**src/rtl/arm_mem_pkg.sv**
```systemverilog
// Shared types and constants for the 32-bit to 16-bit SRAM sequencer.
package arm_mem_pkg;

    localparam int unsigned SRAM_AW = 18;
    localparam int unsigned SRAM_DW = 16;

    localparam logic HALF_LO = 1'b0;
    localparam logic HALF_HI = 1'b1;

    typedef enum logic [1:0] {
        StIdle,
        StLo,
        StHi,
        StDone
    } state_e;

    // SRAM word offset of a byte address; the subtraction wraps mod 2^32, no range check.
    function automatic logic [SRAM_AW-2:0] word_off(input logic [31:0] byte_addr,
                                                    input logic [31:0] base);
        logic [31:0] diff;
        diff = byte_addr - base;
        return diff[SRAM_AW:2];
    endfunction

endpackage

```
**src/rtl/sram_wait_counter.sv**
```systemverilog
// Wait-state counter: clears on clr, counts on en, flags the last of WAIT_CYCLES clocks.
module sram_wait_counter #(
    parameter int unsigned WAIT_CYCLES = 5
) (
    input  logic clk,
    input  logic rst,
    input  logic clr,
    input  logic en,
    output logic tc
);

    localparam int unsigned CW = (WAIT_CYCLES > 1) ? $clog2(WAIT_CYCLES) : 1;
    localparam logic [CW-1:0] LAST = CW'(WAIT_CYCLES - 1);

    logic [CW-1:0] cnt;

    always_ff @(posedge clk) begin
        if (rst || clr) begin
            cnt <= '0;
        end else if (en) begin
            cnt <= cnt + CW'(1);
        end
    end

    assign tc = (cnt == LAST);

endmodule

```
**src/rtl/sram_mem_ctrl.sv**
```systemverilog
// Splits 32-bit MEM-stage loads/stores into low/high half-word SRAM accesses, freezing via ready.
// Optional: define SRAM_POSTED_WRITE_EN to let writes complete without freezing the pipeline.
module sram_mem_ctrl
    import arm_mem_pkg::*;
#(
    parameter int unsigned BASE_ADDR   = 1024,
    parameter int unsigned WAIT_CYCLES = 5
) (
    input  logic               clk,
    input  logic               rst,
    input  logic               mem_read,
    input  logic               mem_write,
    input  logic [31:0]        addr,
    input  logic [31:0]        wdata,
    output logic [31:0]        rdata,
    output logic               ready,
    output logic [SRAM_AW-1:0] sram_addr,
    input  logic [SRAM_DW-1:0] sram_dq_in,
    output logic [SRAM_DW-1:0] sram_dq_out,
    output logic               sram_dq_oe,
    output logic               sram_ce_n,
    output logic               sram_oe_n,
    output logic               sram_we_n,
    output logic               sram_ub_n,
    output logic               sram_lb_n
);

`ifdef SRAM_POSTED_WRITE_EN
    localparam bit POSTED = 1'b1;
`else
    localparam bit POSTED = 1'b0;
`endif

    localparam logic [31:0] BASE = 32'(BASE_ADDR);

    state_e             state;
    logic               is_write;
    logic [SRAM_DW-1:0] wdata_hi;
    logic               req;
    logic               take_write;
    logic               tc;
    logic               cnt_en;
    logic               cnt_clr;

    assign req        = mem_read | mem_write;
    // A simultaneous read and write performs only the read.
    assign take_write = mem_write & ~mem_read;
    assign cnt_en     = (state == StLo) || (state == StHi);
    assign cnt_clr    = !cnt_en || tc;

    sram_wait_counter #(
        .WAIT_CYCLES(WAIT_CYCLES)
    ) u_wait_counter (
        .clk(clk),
        .rst(rst),
        .clr(cnt_clr),
        .en (cnt_en),
        .tc (tc)
    );

    always_comb begin
        ready = 1'b0;
        case (state)
            StIdle:  ready = ~(mem_read | (mem_write & ~POSTED));
            StDone:  ready = 1'b1;
            default: ready = 1'b0;
        endcase
    end

    always_ff @(posedge clk) begin
        if (rst) begin
            state       <= StIdle;
            is_write    <= 1'b0;
            wdata_hi    <= '0;
            rdata       <= '0;
            sram_addr   <= '0;
            sram_dq_out <= '0;
            sram_dq_oe  <= 1'b0;
            sram_ce_n   <= 1'b1;
            sram_oe_n   <= 1'b1;
            sram_we_n   <= 1'b1;
            sram_ub_n   <= 1'b1;
            sram_lb_n   <= 1'b1;
        end else begin
            case (state)
                StIdle: begin
                    if (req) begin
                        state       <= StLo;
                        is_write    <= take_write;
                        wdata_hi    <= wdata[31:16];
                        sram_addr   <= {word_off(addr, BASE), HALF_LO};
                        sram_ce_n   <= 1'b0;
                        sram_ub_n   <= 1'b0;
                        sram_lb_n   <= 1'b0;
                        sram_oe_n   <= take_write;
                        sram_we_n   <= ~take_write;
                        sram_dq_oe  <= take_write;
                        sram_dq_out <= take_write ? wdata[15:0] : '0;
                    end
                end
                StLo: begin
                    if (tc) begin
                        state        <= StHi;
                        sram_addr[0] <= HALF_HI;
                        if (is_write) begin
                            sram_dq_out <= wdata_hi;
                        end else begin
                            rdata[15:0] <= sram_dq_in;
                        end
                    end
                end
                StHi: begin
                    if (tc) begin
                        state       <= (is_write && POSTED) ? StIdle : StDone;
                        sram_ce_n   <= 1'b1;
                        sram_ub_n   <= 1'b1;
                        sram_lb_n   <= 1'b1;
                        sram_oe_n   <= 1'b1;
                        sram_we_n   <= 1'b1;
                        sram_dq_oe  <= 1'b0;
                        sram_dq_out <= '0;
                        if (!is_write) begin
                            rdata[31:16] <= sram_dq_in;
                        end
                    end
                end
                default: begin
                    state <= StIdle;
                end
            endcase
        end
    end

endmodule
```
**config.mk**
```make
export PLATFORM = sky130hd
export DESIGN_NAME = sram_mem_ctrl
export DESIGN_NICKNAME = d
export VERILOG_FILES = /design/src/rtl/arm_mem_pkg.sv /design/src/rtl/sram_wait_counter.sv /design/src/rtl/sram_mem_ctrl.sv
export SDC_FILE = /design/constraint.sdc
export NUM_CORES = 1
export LEC_CHECK = 0
export ABC_AREA = 1
export CORE_ASPECT_RATIO = 2
export CORE_MARGIN = 3
export CORE_UTILIZATION = 40
export CTS_CLUSTER_SIZE = 8
export DETAILED_ROUTE_END_ITERATION = 10
export HOLD_SLACK_MARGIN = 0.15
export PLACE_DENSITY = 0.75
export SLEW_MARGIN = 10
export SYNTH_ARGS = -nofsm -noshare
export SYNTH_HDL_FRONTEND = slang
export SYNTH_SLANG_ARGS = --single-unit
```
**constraint.sdc**
```tcl
create_clock -name clk -period 2.45 [get_ports clk]
set_input_delay 0.245 -clock clk [delete_from_list [all_inputs] [get_ports clk]]
set_output_delay 0.245 -clock clk [all_outputs]
set_load 0.05 [all_outputs]
```
# Yosys cells after proc, flatten, opt, wreduce, memory -nomap -nowiden
# Cells that the tools add are included.
[word_totals] regBits=92 latchBits=0 ram_bits=0 mem_bits_ro=0 in_bits=84 out_inout_bits=73 word_cells=66 memories=0
[classes] n_addsub=2 n_mul=0 div=0 n_lt_le_gt_ge=0 eq_ne=8 shifts=0 n_mux=22 bitwise_logic=6 n_reduce_logical=15
[ops] operator="2-to-1 mux 16 bit" n=5
[ops] operator="case mux 16 bit (3 select lines)" n=1
[ops] operator="subtractor 19 x 11 -> 19 bit, second input constant" n=1
[ops] operator="AND reduction 3 bit" n=5
[ops] operator="case mux 1 bit (2 select lines)" n=6
[ops] operator="inequality test 2 bit, second input constant" n=4
[ops] operator="2-to-1 mux 1 bit" n=6
[ops] operator="2-to-1 mux 2 bit" n=3
[ops] operator="case mux 2 bit (3 select lines)" n=1
[ops] operator="AND reduction 5 bit" n=1
[ops] operator="equality test 2 bit, second input constant" n=2
[ops] operator="NOT 1 bit" n=4
[ops] operator="nonzero test 2 bit" n=2
[ops] operator="adder 3 x 1 -> 3 bit, second input constant" n=1
[ops] operator="equality test 3 bit, second input constant" n=1
[ops] operator="logical OR 1 bit" n=3
[ops] operator="nonzero test 3 bit" n=1
[ops] operator="equality test 2 x 1 -> 1 bit, second input constant" n=1
[ops] operator="zero test 2 bit" n=1
[ops] operator="AND reduction 2 bit" n=1
[ops] operator="bitwise AND 1 bit" n=1
[ops] operator="zero test 1 bit" n=1
[ops] operator="OR 1 bit" n=1

# Depth between registers and ports, before layout
[depth] depth_word=5 ltp_mapped=10 depth_no_buf=9

# By module
# Synthesis repeated with hierarchy kept, for this count alone.
[unflattened] hier_cells=552 area_unflattened_um2=3988.8
[by_module_without_submodules] mod="sram_mem_ctrl" instances=1 cells_each=529 area_per_inst_um2=3829.9 seq_area_each_um2=1781.7
[by_module_without_submodules] mod="sram_wait_counter" instances=1 cells_each=23 area_per_inst_um2=158.9 seq_area_each_um2=60.1

# Worst setup path after synthesis
# OpenSTA, ideal clock, no wires.
[synth_timing] kind="register -> output" startpoint="register state[0]" endpoint="output ready" t_arrival_ns=1.634 t_required_ns=2.205 path_slack_ns=0.571 path_stages_with_launch=5 path_buffers=1 path_cell_list="dfxtp_1 inv_1 ha_1 buf_2 a21oi_1"
[synth_via] elab_chain_len=2 elab_cells_between_ends=3 classes_between="eq/ne: 1; mux: 1; reduce/logical: 1"
[synth_lines] element="start, declared" line="sram_mem_ctrl.sv:36" rtl="state_e state;"
[synth_lines] element="start signal, assigned" line="sram_mem_ctrl.sv:72" rtl="state <= StIdle;"
[synth_lines] element="start signal, assigned" line="sram_mem_ctrl.sv:88" rtl="state <= StLo;"
[synth_lines] element="start signal, assigned" line="sram_mem_ctrl.sv:103" rtl="state <= StHi;"
[synth_lines] element="equality test 2 bit / zero test 2 bit (equally long branches)" line="sram_mem_ctrl.sv:63" rtl="case (state)"
[synth_lines] element="case mux 1 bit (2 select lines) (*)" line="sram_mem_ctrl.sv:63"
[synth_lines] element="end, declared" line="sram_mem_ctrl.sv:16" rtl="output logic ready,"
# Mark *: on every way between the ends. The rest lies on a longest branch, timed or not.

# Worst setup path after layout
[layout_timing] startpoint="register state[0]" endpoint="register sram_dq_out[10]"
[layout_via] elab_chain_len=3 elab_cells_between_ends=10 classes_between="eq/ne: 6; mux: 1; reduce/logical: 3"
[layout_lines] element="equality test 2 bit, or another cell as far along" line="sram_mem_ctrl.sv:85" rtl="case (state)"
[layout_lines] element="inequality test 2 bit (no line) / nonzero test 3 bit (equally long branches)"
[layout_lines] element="AND reduction 5 bit (no line)"
[layout_lines] element="end signal, assigned" line="sram_mem_ctrl.sv:98" rtl="sram_dq_out <= take_write ? wdata[15:0] : '0;"
[layout_lines] element="end signal, assigned" line="sram_mem_ctrl.sv:106" rtl="sram_dq_out <= wdata_hi;"
[layout_lines] element="end, declared" line="sram_mem_ctrl.sv:19" rtl="output logic [SRAM_DW-1:0] sram_dq_out,"
# Several ways; a longest one is shown, not always the timed one.
# A chain may end at the register's enable or synchronous reset.

==> metrics.yaml <==
worst_setup_path:
  crit_path_start_kind: "flip-flop"
  cpMaxStageDelayCell: "clkinv_1"
  ff2ff_setup_slack_ns: 0.28
  path_max_fanout: 17
  cp-end-kind: "flip-flop"
  crit_path_frequent_cell: "nor2_1"
  ff2ff_path_depth: 7
  cpLargestDelayFamily: "buffers and inverters"
  critPathKind: "reg2reg"
  r2r_end: "sram_dq_out[10]"
  worstPathRequired_ns: 2.67
  worstPathCellList: "inv_1 -> ha_1 -> clkinv_1 -> nand3_1 -> o21ai_0 -> nor2_1 -> nor2_1"
  r2r-start: "state[0]"
  timing.critical_path.buf_inv: 2
  cp_slowest_stage_delay_ns: 0.54
  cp.arrival_ns: 2.39
grt:
  grt_max_degree: 44
  grt_pass1_vias: 3975
  grt_use_total: 0.206
  grt_pass1_wl_mm: 18.7
  grt_antenna_before_repair: 0
  overflow: 0
placement:
  port_buffers: 141
  dp_cells: 788
  place.gp.congestion: 0.879
  dp_hpwl_mm: 8.21
drt:
  ant_nets: 0
  first_pass_iters: 4
  dr.first_iter.drc_count: 193
  drc: 0
  vias: 3901
  wirelength_mm: 11.2
  vias_per_cell: 4.85
  wl_per_cell_um: 13.9
power:
  leakagePower_uw: 0.00237
  powerDensity_nw_per_um2: 1220
  ir_worst_vdd_v: 0.000677
timing:
  slew_violations: 0
  setup_viol: 0
  finalHoldViolCount: 0
  max_slew.worst_pin.slew_ns: 0.629
  finalSetupTns_ns: 0
  final.setup_skew_ns: 0.00756
  rsz0062_at_grt: "no"
  period_needed_ns: 2.17
  maxSlewHeadroom: 0.580
  clock.fmax_mhz: 461
  period_share: 0.884
die:
  start_util: 0.415
  die_y_um: 146
  die_x_um: 76
  rows: 50
  core_um2: 9450
  ios: 157
  die_area_um2: 11100
logic_synthesis:
  yosysSeqAreaShare: 0.470
  yosysUniqueCellTypes: 28
  ys_seq_elements: 92
  yosysWarnings: 0
  synth-edff-count: 0
  synth_flop_cell: "dfxtp_1"
  synth.cell_area_um2: 3920
  async_flop_share: 0
  syn_nets: 633
  syn-instance-count: 541
  syn_avg_cell_area_um2: 7.25
worst_hold_path:
  min_to: "wdata_hi[12]"
  hold_path_class: "reg2reg"
  min_path_cells: 2
  min-delay-start: "wdata_hi[12]"
clock_network:
  cts_sinks: 92
  cts_hold_buf: 0
  numCtsBuffers: 9
  tritoncts: "done"
  htreeDepth: 3
  clockBufferDepth: 2
  cts_resized: 0
  clk_latency_ns: 0.34
  cts-root-buf: "clkbuf_16"
  clk_pin_slew_worst_paths_ns: 0.07
  cts_setup_buffers: 0
finish:
  nets: 761
  area_growth_pct: 45.8
  antenna_cells: 0
  layout.cells.non_filler: 804
  layout-drive-gt1-share: 0.0682
job:
  maxCapViolCount: 0
status:
  status: "completed"
## through the flow
step                power, uW   util  hold WS, ns  worst slack (ns)  instance area, um^2
global route             7410  0.605        0.467            0.0537                 5720
floorplan                4540      -        0.336             0.571                 3920
finish                   6950  0.605        0.445             0.283                 5720
global placement         5360  0.570        0.431             0.411                 5390
detailed placement       5460  0.570        0.440             0.297                 5390
CTS                      7010  0.605        0.449             0.284                 5720
## cell usage after synthesis (2+ instances only)
master | number | area (um^2)
buf_4 | 5 | 37.5
o21ai_0 | 74 | 370
nand3_2 | 2 | 20.0
buf_6 | 4 | 45.0
nor2_1 | 125 | 469
nand2_1 | 63 | 236
nor3_1 | 2 | 10.0
ha_1 | 8 | 100
o211ai_1 | 2 | 15.0
inv_2 | 6 | 22.5
nand3_1 | 25 | 125
dfxtp_1 | 92 | 1840
nand2_2 | 2 | 12.5
o21ai_1 | 12 | 60.1
buf_2 | 6 | 30.0
clkinv_1 | 2 | 7.51
a21oi_1 | 30 | 150
clkbuf_1 | 12 | 45.0
inv_1 | 51 | 191
nor2_2 | 10 | 62.6
## cells in the final DEF, fill, tap and decap left out
master / n
a21oi_1: 30
and3_1: 1
buf_12: 2
buf_4: 3
bufinv_16: 2
clkbuf_16: 9
clkdlybuf4s50_1: 140
clkinv_1: 1
clkinvlp_4: 1
dfxtp_1: 92
ha_1: 8
inv_1: 51
inv_2: 7
inv_4: 1
inv_6: 3
inv_8: 1
nand2_1: 63
nand2_2: 2
nand3_1: 25
nand3_2: 2
nand4_1: 1
nor2_1: 125
nor2_2: 10
nor2_4: 1
nor3_1: 2
nor3_4: 1
o211ai_1: 2
o21ai_0: 74
o21ai_1: 12
o21ai_2: 1
xnor2_1: 1
## flip-flops by register name (all words and copies together), names as in the netlist
register            flops
sram_addr              18
wdata_hi               16
sram_dq_out            16
sram_dq_oe              1
state                   2
sram_oe_n               1
sram_lb_n               1
is_write                1
rdata                  32
sram_we_n               1
u_wait_counter.cnt      3
## cells by family after synthesis
logic type,share of synthesized area
AND/OR/NAND/NOR,0.249
XOR/XNOR,0.00223
adder cells (fa/ha/maj),0.0255
flip-flops,0.470
buffers and inverters,0.0993
AO/OA/AOI/OAI,0.154
## how the worst max path moves through the flow
| stage | from | to | slack (ns) | cells past startpoint |
|---|---|---|---|---|
| 2_1_floorplan | state[0] | ready | 0.57 | 4 |
| 3_3_place_gp | state[0] | sram_dq_out[12] | 0.41 | 7 |
| 3_5_place_dp | state[1] | sram_dq_out[6] | 0.30 | 7 |
| 4_1_cts | state[1] | sram_dq_out[3] | 0.28 | 7 |
| 5_1_grt | state[1] | sram_dq_out[10] | 0.05 | 7 |
| 6_report | state[0] | sram_dq_out[10] | 0.28 | 7 |
## cell type report
cell class,instances,area (um^2)
Inverter,60,228
Fill cell,842,3730
Sequential cell,92,1840
Clock buffer,9,225
Timing Repair Buffer,145,1460
Clock inverter,7,105
Multi-Input combinational cell,361,1690
Tap cell,130,163
## metal layers
layer,up-vias,track usage,part of all wire
met1,1774,0.216,0.37
met5,-,0,0
met3,29,0.0477,0.052
li1,1971,-,-
met4,0,0.111,0.039
met2,127,0.375,0.54
## worst reg2reg max path, delay by kind of cell, from the launching register on
family,cells,cell delay [ns]
AOI/OAI and AO/OA,1,0.12
adders and majority gates,1,0.46
buffers and inverters,2,0.64
DFF,1,0.39
and+or+nand+nor,3,0.44
## where the power goes
part | internal, uW | total [uW] | switching [uW]
clock | 912 | 1530 | 613
sequential | 1870 | 2060 | 185
combinational | 1060 | 3370 | 2310
No activity file was read; power rests on OpenSTA's default activity.
==> patch 1: new RTL, config.mk and constraints unchanged <==
Add a define of `SRAM_POSTED_WRITE_EN`.
--- a/src/rtl/sram_mem_ctrl.sv
+++ b/src/rtl/sram_mem_ctrl.sv
@@ -2,2 +2,4 @@
 // Optional: define SRAM_POSTED_WRITE_EN to let writes complete without freezing the pipeline.
+`define SRAM_POSTED_WRITE_EN
+
 module sram_mem_ctrl
Function: changed (a bounded check fails within 4 cycles, from zero or initial values and one cycle with rst high).
==> patch 1 against the original RTL <==
Hold slack gained 0.0076 ns; area after synthesis grew 0.61%; clock skew shrank 0.00065 ns; total power shrank 12%; clock power shrank 16%; sequential cell count is the same; setup slack gained 0.25 ns; critical path type is now reg2out; routed wire length shrank 1.8%; cell area shrank 0.15%; sequential power shrank 4%.
==> patch 1: results (changes against the original RTL) <==
metric,value,unit,change
outcome,"finished, final reports clean",,
slowest stage cell on the critical path,sky130_fd_sc_hd__ha_1,,
first-pass GRT wire length,18000,um,-3.8%
Synth area leaders,"sky130_fd_sc_hd__dfxtp_1, sky130_fd_sc_hd__nor2_1, sky130_fd_sc_hd__o21ai_0",,
antenna violations before repair,0,,unchanged
Resized cells post-CTS,0,,unchanged
total inserted antenna cells,0,,unchanged
setup repair bufs after CTS,0,,unchanged
number of global-route vias before repair,3923,,-1.3%
largest registers ranked by flip-flop count,"rdata: 32 flops, sram_addr: 18 flops",,
pin count of the biggest net entering global routing,28,,-36%
"Seq/Total Area, Yosys",46.7,%,-0.28 points
total wire length after detailed routing,11000,um,-1.8%
routing usage on met2,36.6,%,-0.90 points
share of cells above drive strength 1,5.90,%,-0.93 points
clock slew at the register clock pins of the worst setup and hold paths,0.07,ns,about the same
net count after synthesis,650,,+2.7%
most heavily used metal layer in global routing,met2,,
placed cell count,809,,+2.7%
count of unique library cells instantiated by Yosys,23,,-18%
first drt pass iteration count,4,,unchanged
delay of the slowest cell on the worst path,0.41,ns,-0.13 ns
Initial DRC Count,187,,-3.1%
routed vias,3883,,-0.46%
detailed placement HPWL,8220,um,+0.19%
share of synthesized flip-flops with an asynchronous set or reset,0,%,unchanged
maximum net fanout on the critical path,6,,-11
arrival time worst endpoint,1.67,ns,-0.72 ns
global-route usage over all layers,19.7,%,-0.90 points
number of instances in the synthesized netlist,559,,+3.3%
Maximum Capacitance Violations,0,,unchanged
worst clock skew,0.00691,ns,-0.000654 ns
grt met3 use,6.73,%,+2.0 points
worst vdd ir,0.553,mV,-18%
htree depth,3,,unchanged
static leakage power,0.00242,uW,+1.8%
number of nets in the finished design,781,,+2.6%
Yosys warning count,0,,unchanged
number of buffers inserted by port buffering,141,,unchanged
dominant register cell in the synthesized netlist,sky130_fd_sc_hd__dfxtp_1,,
clock latency reported for the late side of the worst-skew pair,0.34,ns,about the same
clock tree buffer depth,2,,unchanged
GR met1 Demand/Resource,19.5,%,-2.1 points
average wire per cell in the routed design,13.3,um,-4.3%
root buffer cell,sky130_fd_sc_hd__clkbuf_16,,
path class of the lowest-slack min-delay path,reg2reg,,
Rel. slew slack,63.3,%,+5.3 points
Top reg by flops,rdata,,
leading cell types by count after synthesis,"sky130_fd_sc_hd__nor2_1, sky130_fd_sc_hd__dfxtp_1, sky130_fd_sc_hd__o21ai_0, sky130_fd_sc_hd__nand2_1, sky130_fd_sc_hd__inv_1",,
gp weighted congestion,0.843,,-4.1%
CTS buffer count,9,,unchanged
-- patch 1: cell count changes after synthesis, moves of 3 or more --
cell,change
sky130_fd_sc_hd__buf_2,+8
sky130_fd_sc_hd__inv_1,-11
sky130_fd_sc_hd__nor2_1,+55
sky130_fd_sc_hd__nor2_2,-10
sky130_fd_sc_hd__nor2_4,+3
sky130_fd_sc_hd__o21ai_0,-6
sky130_fd_sc_hd__o21ai_1,-7
-- patch 1: kinds of logic (layout without fill, tap and decap cells) --
group / Yosys count / count (layout) / share of synthesized area, %
AO/OA/AOI/OAI: 107 / 107 / 13.9
flip-flops: 92 / 92 / 46.7
AND/OR/NAND/NOR: 277 / 277 / 28.5
buffers and inverters: 73 / 209 / 8.06
adder cells (fa/ha/maj): 7 / 7 / 2.22
XOR/XNOR: 3 / 3 / 0.666
-- patch 1: metrics by stage --
stage	hold WS (ns)	total power (uW)	utilization [%]	area, um2	worst slack (ns)
2_1_floorplan	0.334	4070	-	3940	0.605
3_3_place_gp	0.427	4780	57.1	5430	0.667
3_5_place_dp	0.443	4840	57.1	5430	0.598
4_1_cts	0.453	6140	60.0	5710	0.535
5_1_grt	0.479	6480	60.0	5710	0.450
6_report	0.453	6090	60.0	5710	0.537
-- patch 1: area by class of cell --
type	instances	area, um2
multi-input combinational	394	1790
tap	130	163
clock buffer	9	225
sequential	92	1840
clock inverter	7	51.3
fill	913	3800
timing repair buffer	149	1470
inverter	44	165
-- patch 1: report_power, final --
group,total [uW],switching [uW],internal [uW]
sequential,1980,152,1830
combinational,2820,1900,923
clock,1290,600,689
-- patch 1: path summary, 6_finish.rpt --
| kind | start | end | slack [ns] | cells after the start |
|---|---|---|---|---|
| setup / recovery | state[0]$_SDFFE_PP0P_ | ready | 0.54 | 4 |
| hold / removal | wdata_hi[12]$_SDFFE_PP0P_ | wdata_hi[12]$_SDFFE_PP0P_ | 0.45 | 2 |
| setup reg to reg | state[0]$_SDFFE_PP0P_ | sram_dq_out[4]$_SDFFE_PP0P_ | 0.67 | 7 |
| hold reg to reg | wdata_hi[12]$_SDFFE_PP0P_ | wdata_hi[12]$_SDFFE_PP0P_ | 0.45 | 2 |
-- patch 1: layer usage --
layer	share of wire [%]	vias to the layer above
li1	-	2019
met4	2.3	0
met2	52	113
met5	0	-
met1	38	1735
met3	7.3	16
-- patch 1: critical path: cells and delay by family (launching register included) --
kind / cells / cell delay [ns]
flops: 1 / 0.40
compound gates: 1 / 0.19
buf+inv: 2 / 0.32
fa+ha+maj: 1 / 0.41
==> patch 2: new RTL, same flow settings <==
Without the edit above. Encoding of `state_e`: now one-hot (4 bits for 4 states).
--- a/src/rtl/arm_mem_pkg.sv
+++ b/src/rtl/arm_mem_pkg.sv
@@ -9,7 +9,7 @@
 
-    typedef enum logic [1:0] {
-        StIdle,
-        StLo,
-        StHi,
-        StDone
+    typedef enum logic [3:0] {
+        StIdle = 4'b0001,
+        StLo   = 4'b0010,
+        StHi   = 4'b0100,
+        StDone = 4'b1000
     } state_e;
Behaviour: no difference found for any inputs over 10 cycles, from zero or initial values and one cycle with rst high; not proved beyond that.
==> patch 2 against the original RTL <==
Highest routed layer unchanged; count of clock-buffer cells in the layout is 1 higher; sequential cell count is 2 higher; cell area is 0.31% lower; hold slack better by 0.012 ns; routed wire length is 3.6% lower; critical path depth is 1 higher; area after synthesis hardly changed; non-clock buffer count is 6 higher; setup slack better by 0.17 ns.
Power is not compared: it rests on default switching activity, and its combinational part moved more than twofold at a synthesized area within 25%.
==> patch 2: results (changes against the original RTL) <==
metric,value,unit,change
Reg2Reg Launch Point,state[3]$_SDFFE_PP0P_,,
net count after synthesis,625,,-1.3%
routing usage on met2,37.1,%,-0.36 points
number of global-route vias before repair,3892,,-2.1%
maximum net fanout on the critical path,25,,+8
path class of the lowest-slack min-delay path,in2reg,,
fillcell total,857,,+1.8%
total wire length after detailed routing,10800,um,-3.6%
arrival time worst endpoint,2.27,ns,-0.12 ns
Slew @ Worst Pin,0.569,ns,-0.0597 ns
hold-critical path endpoint,wdata_hi[0]$_SDFFE_PP0P_,,
global-route usage over all layers,19.8,%,-0.74 points
placed standard-cell area,5390,um2,+0.12%
delay of the slowest cell on the worst path,0.43,ns,-0.11 ns
first-pass GRT wire length,18000,um,-3.7%
pin count of the biggest net entering global routing,37,,-16%
leading cell types by count after synthesis,"sky130_fd_sc_hd__nand2_1, sky130_fd_sc_hd__dfxtp_1, sky130_fd_sc_hd__nor2_1, sky130_fd_sc_hd__a21oi_1, sky130_fd_sc_hd__o21ai_0",,
grt met3 use,6.67,%,+1.9 points
Worst Hold Slack,0.457,ns,+0.0119 ns
clock latency reported for the late side of the worst-skew pair,0.35,ns,
outcome,"finished, final reports clean",,
Initial DRC Count,168,,-13%
count of unique library cells instantiated by Yosys,33,,+18%
slowest stage cell on the critical path,sky130_fd_sc_hd__nor2_4,,
number of instances on the worst hold path,3,,+1
"Seq/Total Area, Yosys",48.0,%,+0.99 points
gp weighted congestion,0.819,,-6.8%
slack of the worst reg-to-reg path,0.46,ns,+0.17 ns
-- patch 2: cells by family (layout without fill, tap and decap cells) --
logic type	Yosys count	in the layout	share of synthesized area, %
compound gates	117	117	15.3
xor+xnor	3	3	0.670
fa+ha+maj	3	3	0.957
buf+inv	69	204	8.07
flops	94	94	48.0
simple gates	252	252	27.0
-- patch 2: metal layers --
metal | wire [um] | vias up
met3 | 795 | 22
met1 | 3900 | 1708
li1 | - | 1977
met2 | 5750 | 128
met4 | 325 | 0
met5 | 0 | -
-- patch 2: how the worst max path moves through the flow --
| stage | start | to | slack (ns) | depth (start not counted) |
|---|---|---|---|---|
| 4_1_cts | state[3]$_SDFFE_PP0P_ | ready | 0.40 | 4 |
| 3_5_place_dp | state[3]$_SDFFE_PP0P_ | sram_dq_out[3]$_SDFFE_PP0P_ | 0.44 | 8 |
| 6_report | state[3]$_SDFFE_PP0P_ | sram_dq_out[3]$_SDFFE_PP0P_ | 0.46 | 8 |
| 2_1_floorplan | u_wait_counter.cnt[0]$_SDFFE_PP0N_ | rdata[23]$_SDFFE_PP0P_ | 1.02 | 10 |
| 5_1_grt | state[3]$_SDFFE_PP0P_ | sram_dq_out[5]$_SDFFE_PP0P_ | 0.21 | 8 |
| 3_3_place_gp | state[3]$_SDFFE_PP0P_ | sram_dq_out[2]$_SDFFE_PP0P_ | 0.51 | 8 |
-- patch 2: through the flow --
step	util [%]	instances
after floorplan	-	538
after global placement	57.1	787
after detailed placement	57.1	787
after CTS	60.3	803
after global routing	60.3	803
final	60.3	803
-- patch 2: cell type report --
type / instances / area [um2] / area share, %
multi-input combinational: 375 / 1720 / 30.3
tap: 130 / 163 / 2.85
timing repair buffer: 151 / 1480 / 26.0
clock inverter: 6 / 67.6 / 1.19
clock buffer: 10 / 239 / 4.19
inverter: 37 / 139 / 2.44
sequential: 94 / 1880 / 33.0
-- patch 2: critical path: cells and delay by family, from the launching register on --
family / cells / cell delay [ns]
buf+inv: 1 / 0.24
flops: 1 / 0.35
simple gates: 7 / 1.34
-- patch 2: report_power, final --
| part | switching, uW | internal [uW] | leakage [uW] |
|---|---|---|---|
| sequential | 69.3 | 1660 | 0.000768 |
| clock | 597 | 824 | 0.000145 |
| combinational | 715 | 406 | 0.00136 |
| total | 1380 | 2890 | 0.00227 |
